==> config.mk <==
export PLATFORM = sky130hd
export DESIGN_NAME = conv_mem_arbiter_flat
export DESIGN_NICKNAME = d
export VERILOG_FILES = /design/src/rtl/conv_mem_arbiter_if.sv /design/src/rtl/conv_mem_arbiter.sv /design/src/flat_wrapper.sv
export SDC_FILE = /design/constraint.sdc
export NUM_CORES = 1
export LEC_CHECK = 0
export CAP_MARGIN = 20
export CORE_MARGIN = 3
export CORE_UTILIZATION = 36
export CTS_CLUSTER_DIAMETER = 80
export DETAILED_ROUTE_END_ITERATION = 10
export PLACE_DENSITY = 0.82
export SETUP_SLACK_MARGIN = 0.2
export SYNTH_ARGS = -nofsm -noshare
export SYNTH_HDL_FRONTEND = slang
export SYNTH_SLANG_ARGS = --single-unit
==> constraint.sdc <==
create_clock -name clk -period 4.9 [get_ports clk]
set_clock_uncertainty 0.1 [all_clocks]
set_input_delay 0.735 -clock clk [delete_from_list [all_inputs] [get_ports clk]]
set_output_delay 0.735 -clock clk [all_outputs]
set_load 0.03 [all_outputs]
==> src/rtl/conv_mem_arbiter_if.sv <==
// Request/grant and SRAM command bundle for the convolution buffer arbiter.
// slave: arbiter side; master: requesters plus SRAM model side.
interface conv_mem_arbiter_if #(
  parameter int AW = 32,
  parameter int DW = 32
);
  logic          en;
  logic [2:0]    rd_req;
  logic [3*AW-1:0] rd_addr;
  logic [2:0]    rd_gnt;
  logic [2:0]    rd_valid;
  logic [DW-1:0] rd_data;
  logic          wr_req;
  logic [AW-1:0] wr_addr;
  logic [DW-1:0] wr_data;
  logic          wr_gnt;
  logic          mem_en;
  logic          mem_we;
  logic [AW-1:0] mem_addr;
  logic [DW-1:0] mem_wdata;
  logic [DW-1:0] mem_rdata;
  logic          busy;

  modport slave (
    input  en, rd_req, rd_addr,
    input  wr_req, wr_addr, wr_data,
    input  mem_rdata,
    output rd_gnt, rd_valid, rd_data,
    output wr_gnt,
    output mem_en, mem_we, mem_addr, mem_wdata,
    output busy
  );

  modport master (
    output en, rd_req, rd_addr,
    output wr_req, wr_addr, wr_data,
    output mem_rdata,
    input  rd_gnt, rd_valid, rd_data,
    input  wr_gnt,
    input  mem_en, mem_we, mem_addr, mem_wdata,
    input  busy
  );
endinterface

==> src/rtl/conv_mem_arbiter.sv <==
// Single-port SRAM arbiter: one write stream with bounded priority over
// three round-robin read streams, registered command, tagged read return.
module conv_mem_arbiter #(
  parameter int AW     = 32,
  parameter int DW     = 32,
  parameter int STARVE = 4
) (
  input logic clk,
  input logic rst,
  conv_mem_arbiter_if.slave bus
);
  localparam int SW = $clog2(STARVE + 1);
  localparam logic [SW-1:0] STARVE_C = SW'(STARVE);

  logic [1:0]    r_rr_ptr;
  logic [SW-1:0] r_streak;
  logic [2:0]    r_tag1;
  logic [2:0]    r_tag2;
  logic          r_mem_en;
  logic          r_mem_we;
  logic [AW-1:0] r_mem_addr;
  logic [DW-1:0] r_mem_wdata;

  logic          w_any_rd;
  logic          w_arb_ok;
  logic          w_starved;
  logic          w_wr_gnt;
  logic [2:0]    w_rd_gnt;
  logic [1:0]    w_rd_sel;
  logic          w_any_gnt;
  logic [AW-1:0] w_rd_addr;
  logic [AW-1:0] w_gnt_addr;
  logic [1:0]    w_rr_nxt;
  logic [SW-1:0] w_streak_nxt;

  assign w_any_rd  = |bus.rd_req;
  assign w_arb_ok  = bus.en && !rst;
  assign w_starved = w_any_rd && (r_streak == STARVE_C);
  assign w_wr_gnt  = w_arb_ok && bus.wr_req && !w_starved;

  // Search order starts at r_rr_ptr and wraps modulo 3.
  always_comb begin
    logic found;
    logic [2:0] s;
    found    = 1'b0;
    s        = 3'd0;
    w_rd_gnt = 3'b000;
    w_rd_sel = 2'd0;
    if (w_arb_ok && !w_wr_gnt && w_any_rd) begin
      for (int k = 0; k < 3; k++) begin
        s = {1'b0, r_rr_ptr} + 3'(k);
        if (s >= 3'd3) s = s - 3'd3;
        if (!found && bus.rd_req[s[1:0]]) begin
          found    = 1'b1;
          w_rd_sel = s[1:0];
        end
      end
      w_rd_gnt[w_rd_sel] = found;
    end
  end

  assign w_any_gnt = w_wr_gnt || (|w_rd_gnt);

  always_comb begin
    w_rd_addr = bus.rd_addr[0 +: AW];
    unique case (1'b1)
      (w_rd_sel == 2'd1): w_rd_addr = bus.rd_addr[AW +: AW];
      (w_rd_sel == 2'd2): w_rd_addr = bus.rd_addr[2*AW +: AW];
      default:            w_rd_addr = bus.rd_addr[0 +: AW];
    endcase
  end

  assign w_gnt_addr = w_wr_gnt ? bus.wr_addr : w_rd_addr;

  always_comb begin
    w_rr_nxt = r_rr_ptr;
    if (|w_rd_gnt)
      w_rr_nxt = (w_rd_sel == 2'd2) ? 2'd0 : w_rd_sel + 2'd1;
  end

  // Streak only counts writes that actually made a reader wait.
  always_comb begin
    w_streak_nxt = r_streak;
    if (!w_any_rd || (|w_rd_gnt))
      w_streak_nxt = '0;
    else if (w_wr_gnt && r_streak != STARVE_C)
      w_streak_nxt = r_streak + 1'b1;
  end

  always_ff @(posedge clk) begin
    if (rst) begin
      r_rr_ptr <= 2'd0;
      r_streak <= '0;
    end else begin
      r_rr_ptr <= w_rr_nxt;
      r_streak <= w_streak_nxt;
    end
  end

  always_ff @(posedge clk) begin
    if (rst) begin
      r_mem_en    <= 1'b0;
      r_mem_we    <= 1'b0;
      r_mem_addr  <= '0;
      r_mem_wdata <= '0;
    end else begin
      r_mem_en <= w_any_gnt;
      r_mem_we <= w_wr_gnt;
      if (w_any_gnt) begin
        r_mem_addr  <= w_gnt_addr;
        r_mem_wdata <= bus.wr_data;
      end
    end
  end

  always_ff @(posedge clk) begin
    if (rst) begin
      r_tag1 <= 3'b000;
      r_tag2 <= 3'b000;
    end else begin
      r_tag1 <= w_rd_gnt;
      r_tag2 <= r_tag1;
    end
  end

  assign bus.rd_gnt    = w_rd_gnt;
  assign bus.wr_gnt    = w_wr_gnt;
  assign bus.rd_valid  = r_tag2;
  assign bus.rd_data   = bus.mem_rdata;
  assign bus.mem_en    = r_mem_en;
  assign bus.mem_we    = r_mem_we;
  assign bus.mem_addr  = r_mem_addr;
  assign bus.mem_wdata = r_mem_wdata;
  assign bus.busy      = w_any_rd || bus.wr_req ||
                         (|r_tag1) || (|r_tag2);
endmodule

==> src/flat_wrapper.sv <==
// flat-port wrapper written by rule: the top's interface ports become plain ports
module conv_mem_arbiter_flat 
#(
  parameter int AW     = 32,
  parameter int DW     = 32,
  parameter int STARVE = 4
)
  (clk, rst, bus_en, bus_rd_req, bus_rd_addr, bus_wr_req, bus_wr_addr, bus_wr_data, bus_mem_rdata, bus_rd_gnt, bus_rd_valid, bus_rd_data, bus_wr_gnt, bus_mem_en, bus_mem_we, bus_mem_addr, bus_mem_wdata, bus_busy);
  conv_mem_arbiter_if #(.AW(AW), .DW(DW)) bus_i ();
  input logic clk;
  input logic rst;
  input wire logic [$bits(bus_i.en)-1:0] bus_en;
  input wire logic [$bits(bus_i.rd_req)-1:0] bus_rd_req;
  input wire logic [$bits(bus_i.rd_addr)-1:0] bus_rd_addr;
  input wire logic [$bits(bus_i.wr_req)-1:0] bus_wr_req;
  input wire logic [$bits(bus_i.wr_addr)-1:0] bus_wr_addr;
  input wire logic [$bits(bus_i.wr_data)-1:0] bus_wr_data;
  input wire logic [$bits(bus_i.mem_rdata)-1:0] bus_mem_rdata;
  output wire logic [$bits(bus_i.rd_gnt)-1:0] bus_rd_gnt;
  output wire logic [$bits(bus_i.rd_valid)-1:0] bus_rd_valid;
  output wire logic [$bits(bus_i.rd_data)-1:0] bus_rd_data;
  output wire logic [$bits(bus_i.wr_gnt)-1:0] bus_wr_gnt;
  output wire logic [$bits(bus_i.mem_en)-1:0] bus_mem_en;
  output wire logic [$bits(bus_i.mem_we)-1:0] bus_mem_we;
  output wire logic [$bits(bus_i.mem_addr)-1:0] bus_mem_addr;
  output wire logic [$bits(bus_i.mem_wdata)-1:0] bus_mem_wdata;
  output wire logic [$bits(bus_i.busy)-1:0] bus_busy;
  assign bus_i.en = bus_en;
  assign bus_i.rd_req = bus_rd_req;
  assign bus_i.rd_addr = bus_rd_addr;
  assign bus_i.wr_req = bus_wr_req;
  assign bus_i.wr_addr = bus_wr_addr;
  assign bus_i.wr_data = bus_wr_data;
  assign bus_i.mem_rdata = bus_mem_rdata;
  assign bus_rd_gnt = bus_i.rd_gnt;
  assign bus_rd_valid = bus_i.rd_valid;
  assign bus_rd_data = bus_i.rd_data;
  assign bus_wr_gnt = bus_i.wr_gnt;
  assign bus_mem_en = bus_i.mem_en;
  assign bus_mem_we = bus_i.mem_we;
  assign bus_mem_addr = bus_i.mem_addr;
  assign bus_mem_wdata = bus_i.mem_wdata;
  assign bus_busy = bus_i.busy;
  conv_mem_arbiter #(.AW(AW), .DW(DW), .STARVE(STARVE)) u_core (.clk(clk), .rst(rst), .bus(bus_i));
endmodule
==> results.sh <==
export IMPL_status="completed"
export IMPL_coreArea_sq_mm=0.0118
export IMPL_multi_input_area_sq_mm=0.00245
export IMPL_period_share_pct=84.5
export IMPL_synth_top_area_share_pct=34.6
export IMPL_synthMostInstantiatedCell="dfxtp_1"
export IMPL_drt_total_wl_mm=13.8
export IMPL_die_area_sq_mm=0.0137
export IMPL_drcViolationCount=0
export IMPL_track_usage_pct=19.0
export IMPL_setup_viol=0
export IMPL_post_drt_wl_per_cell_microns=16.5
export IMPL_synth_area_per_cell_sq_um=9.34
export IMPL_synthToLayoutAreaGrowth_pct=58.5
export IMPL_r2r_cells=12
export IMPL_hold_path_class="reg2reg"
export IMPL_gr_total_overflow=0
export IMPL_clk_pin_slew_worst_paths_ns=0.06
export IMPL_grt_pass1_vias=4306
export IMPL_synth_edf_count=0
export IMPL_place_ws_ns=0.600
export IMPL_cts_htree_levels=3
export IMPL_ys_flop_type="dfxtp_1"
export IMPL_cp_data_arrival_time_ns=3.31
export IMPL_clk_path_buf_depth=2
export IMPL_post_cts_resized=0
export IMPL_antenna_found_initial=0
export IMPL_rsz0062_at_grt="no"
export IMPL_first_pass_iters=4
export IMPL_leakagePower_uw=0.00303
export IMPL_floorplan_initialDensity_pct=37.9
export IMPL_numCtsBuffers=9
export IMPL_worst_slew_pin_slew_ns=0.985
export IMPL_routabilityCongestion=0.925
export IMPL_grt_start_max_net_pins=74
export IMPL_async_reset_ff_share_pct=0
export IMPL_grt_pass1_wl_mm=20.7
export IMPL_ys_seq_elements=77
export IMPL_die_h_microns=117
export IMPL_criticalPathCategory="in2out"
export IMPL_viasPerCell=4.95
export IMPL_cp_start_kind="primary input"
export IMPL_regArea_sq_mm=0.00154
export IMPL_drive_gt1_share_pct=6.97
export IMPL_worst_setup_path_end_kind="primary output"
export IMPL_crit_end="bus_rd_gnt[2]"
export IMPL_synth_top_cell_by_area="dfxtp_1"
export IMPL_clkSinkCount=77
export IMPL_fin_nets=877
export IMPL_maxCapViolations=0
export IMPL_insertedDiodeCount=0
export IMPL_crit_start="bus_rd_req[2]"
export IMPL_initialDrtViolationCount=180
export IMPL_synth_nets=685
export IMPL_clkLatencyLatePin_ns=0.32
export IMPL_synth_common_cells="dfxtp_1, mux2i_1, nor2b_1"
export IMPL_power_density_mw_per_mm2=283
export IMPL_rr_startpoint="u_core.r_rr_ptr[0]"
export IMPL_p_total_uw=2000
export IMPL_fillers=984
export IMPL_timing_rr_end="u_core.bus.mem_addr[12]"
export IMPL_worst_ep_required_time_ns=4.07
export IMPL_syn_area_sq_mm=0.00445
export IMPL_hpwl_mm=10.6
export IMPL_synth_cell_type_count=40
export IMPL_cts_tree="done"
export IMPL_seq_area_frac_synth_pct=34.6
export IMPL_setup_ws_ns=0.760
export IMPL_critPathMaxFanout=8
export IMPL_syn_inst=477
export IMPL_cts_root_buffer="clkbuf_16"
export IMPL_reg2reg_slack_ns=1.15
export IMPL_fin_crit_ns=4.14
export IMPL_vias=4148
export IMPL_vdd_ir_drop_max_uv=124
export IMPL_rows=39
export IMPL_postCtsSetupBuffers=0
export IMPL_slew_headroom_pct=34.3
export IMPL_netlist_top_cells_area="dfxtp_1, mux2i_1, buf_4"
export IMPL_pin_count=305
export IMPL_io_buffers=240
export IMPL_max_clock_freq_mhz=242
export IMPL_drv_slew=0
export IMPL_die_x_microns=117
export IMPL_postCtsHoldBufs=0
export IMPL_ant_nets=0
export IMPL_yosysWarnings=0
export IMPL_final_setup_tns_ns=0
export IMPL_finalHoldViolations=0
[layout make-up]
cell class / count / share of cell area, %
flip-flops and latches: 77 / 21.8
multi-input cells: 322 / 34.8
clock buffers: 9 / 3.19
inverters: 13 / 0.691
well taps: 164 / 2.91
repair buffers: 246 / 34.9
clock inverters: 7 / 1.72
[per-layer routing]
metal	vias to the layer above	track usage (%)	share of wire (%)
li1	2014	-	-
met2	192	36.0	54
met3	30	4.01	8.2
met4	0	7.34	1.8
met1	1912	20.2	36
met5	-	0	0
[logic make-up (layout without fill, tap and decap cells)]
logic type | after synthesis | after routing | share of synthesized area (%)
xor+xnor | 1 | 1 | 0.197
fa+ha+maj | 9 | 9 | 2.53
simple gates | 125 | 125 | 15.6
mux | 102 | 102 | 24.0
buf+inv | 78 | 275 | 10.6
compound gates | 85 | 85 | 12.5
flops | 77 | 77 | 34.6
[state kept, by name (all words and copies together), names as in the netlist]
signal	flops
u_core.r_streak	3
u_core.r_rr_ptr	2
u_core.bus.mem_wdata	32
u_core.r_tag1	3
u_core.bus.rd_valid	3
u_core.bus.mem_we	1
u_core.bus.mem_addr	32
u_core.bus.mem_en	1
[worst min-delay path by stage]
stage / endpoint / cells past startpoint / from
finish: u_core.bus.rd_valid[2] / 1 / u_core.r_tag1[2]
global route: u_core.bus.rd_valid[2] / 1 / u_core.r_tag1[2]
CTS: u_core.bus.rd_valid[2] / 1 / u_core.r_tag1[2]
detailed placement: u_core.bus.rd_valid[2] / 1 / u_core.r_tag1[2]
global placement: u_core.bus.rd_valid[0] / 1 / u_core.r_tag1[0]
floorplan: u_core.bus.rd_valid[2] / 1 / u_core.r_tag1[2]
[worst max-delay path, cell delays in order]
cell,delay (ns)
clkdlybuf4s50_1,0.53
a22o_1,0.29
a222oi_1,0.42
buf_4,0.22
nand4b_1,0.18
a21oi_1,0.23
clkdlybuf4s50_1,0.70
[stage by stage]
step | instance area (sq um) | std cells | hold WS [ns] | util [%]
after floorplan | 4450 | 477 | 0.339 | -
after detailed placement | 6710 | 822 | 0.360 | 57.1
after global routing | 7060 | 838 | 0.385 | 60.0
after global placement | 6690 | 821 | 0.351 | 56.8
after CTS | 7060 | 838 | 0.369 | 60.0
final | 7060 | 838 | 0.369 | 60.0
[cells in the final DEF, fill, tap and decap left out, types with 6 or more instances in the layout]
| master | instances |
|---|---|
| o21ai_0 | 33 |
| inv_1 | 13 |
| nor2b_1 | 37 |
| dfxtp_1 | 77 |
| a21oi_1 | 6 |
| a22oi_1 | 32 |
| mux2_1 | 17 |
| clkbuf_16 | 9 |
| mux2i_1 | 65 |
| nand2_1 | 35 |
| ha_1 | 8 |
| clkdlybuf4s50_1 | 239 |
| mux2_2 | 20 |
| nand2b_1 | 34 |
[where the power goes]
group          switching, uW  internal (uW)
Clock                    266            501
Combinational            240            286
Sequential              26.9            679
No activity file was read; power rests on OpenSTA's default activity.
==> edit (same flow settings) <==
`AW` is set to 32 in 3 places; all go to 16.
--- a/src/rtl/conv_mem_arbiter_if.sv
+++ b/src/rtl/conv_mem_arbiter_if.sv
@@ -1,7 +1,7 @@
 // Request/grant and SRAM command bundle for the convolution buffer arbiter.
 // slave: arbiter side; master: requesters plus SRAM model side.
 interface conv_mem_arbiter_if #(
-  parameter int AW = 32,
+  parameter int AW = 16,
   parameter int DW = 32
 );
   logic          en;
--- a/src/rtl/conv_mem_arbiter.sv
+++ b/src/rtl/conv_mem_arbiter.sv
@@ -1,7 +1,7 @@
 // Single-port SRAM arbiter: one write stream with bounded priority over
 // three round-robin read streams, registered command, tagged read return.
 module conv_mem_arbiter #(
-  parameter int AW     = 32,
+  parameter int AW     = 16,
   parameter int DW     = 32,
   parameter int STARVE = 4
 ) (
--- a/src/flat_wrapper.sv
+++ b/src/flat_wrapper.sv
@@ -1,7 +1,7 @@
 // flat-port wrapper written by rule: the top's interface ports become plain ports
 module conv_mem_arbiter_flat 
 #(
-  parameter int AW     = 32,
+  parameter int AW     = 16,
   parameter int DW     = 32,
   parameter int STARVE = 4
 )
Ports: changed (resized bus_mem_addr, bus_rd_addr and bus_wr_addr); port bits go from 305 to 225. No check against the original RTL was run, so the function may have changed too.
==> edit against the unedited design <==
  * Synthesized cell count fell by 26%
  * Total power fell by 31%
  * Routed wire length decreased by 35%
  * Hold slack worse by 5.2 ps
  * Sequential cell count shrank 16
  * Setup slack got worse by 8.7 ps
  * Clock power is 42% lower
  * Synthesized area down 24%
  * Final area fell by 29%
  * Count of clock-buffer cells in the layout rose by 1
  * Final cell count shrank 30%
  * Critical path type unchanged
  * Largest power group is now sequential cells
  * Highest routed layer unchanged
==> edit: results (changes against the unedited design) <==
metric;value;unit;change
status;completed;;
multi_input_area;1760;um2;-28%
wire_per_inst;15.3;um;-7.2%
synth_compound_area_frac;0.106;;-0.0182
muxShareOfSynthArea;0.220;;-0.0200
synth.area.top_cells;dfxtp_1 (36%), mux2_2 (12%), mux2i_1 (10%), buf_4 (7.1%), nor2b_1 (6.8%);;
min_period_over_period;0.847;;+0.00177
p_leak;2.10;nW;-31%
nNonClkInverters;13;;unchanged
power.internal;0.984;mW;-33%
synth_cell_type_count;39;;-2.5%
layout-drive-gt1-share;0.125;;+0.0550
place.gp.congestion;0.888;;-4.0%
synth_xor_area_frac;0.00258;;+0.000613
drt_iter0_drc;79;;-56%
r2r-end;u_core.bus.mem_addr[0];;
synthTopCellsByCount;dfxtp_1 (61), nor2b_1 (37), mux2_2 (35);;
clkbuf_count;10;;+1
post-dp-hpwl;6950;um;-34%
nMultiInputCombCells;227;;-30%
cts_buffers;9;;unchanged
max_slew_margin;0.377;;+0.0336
max-vdd-ir-drop;0.130;mV;+5.1%
drt-pass1-iter-count;4;;unchanged
grt_first_pass_wirelength;13500;um;-35%
clock_latency;320;ps;about the same
dpl_worst_slack;748;ps;+148 ps
num-nonclk-buffers;164;;-33%
synth-seq-cells;61;;-21%
grt_max_degree;57;;-23%
synthesis.nets;497;;-27%
cp_slowest_stage_delay;700;ps;about the same
grtUsageTotal;0.164;;-0.0252
crit_path_end;bus_rd_gnt[1];;
io_buffers;160;;-33%
cts-root-buf;clkbuf_8;;
layout.nonclk_buf_frac;0.326;;-0.0231
reg2reg_depth;11;;-1
synth-seq-area-share;0.360;;+0.0135
synth_adder_area_share;0.0332;;+0.00788
fill_cells;802;;-18%
seqCellArea;1220;um2;-21%
avgViaCountPerCell;5.02;;+1.3%
crit_fanout;7;;-1
clk_share;0.0401;;-0.00901
fin_nets;620;;-29%
-- edit: power groups by stage --
stage / clock network [mW] / logic (mW) / registers, mW
finish: 0.447 / 0.375 / 0.554
global route: 0.486 / 0.400 / 0.558
CTS: 0.461 / 0.378 / 0.555
detailed placement: 0 / 0.377 / 0.566
global placement: 0 / 0.370 / 0.563
floorplan: 0 / 0.172 / 0.637
-- edit: per-layer routing --
| metal | track usage | vias up | wire length, um |
|---|---|---|---|
| met2 | 0.310 | 148 | 4820 |
| li1 | - | 1425 | - |
| met5 | 0 | - | 0 |
| met4 | 0.0618 | 0 | 106 |
| met1 | 0.164 | 1367 | 3290 |
| met3 | 0.0575 | 14 | 782 |
-- edit: metrics by stage --
step	cells	instance area [um2]	hold slack [ps]
3_5_place_dp	573	4790	356
2_1_floorplan	353	3400	339
3_3_place_gp	573	4790	356
4_1_cts	589	4990	366
5_1_grt	589	4990	375
6_report	589	4990	364
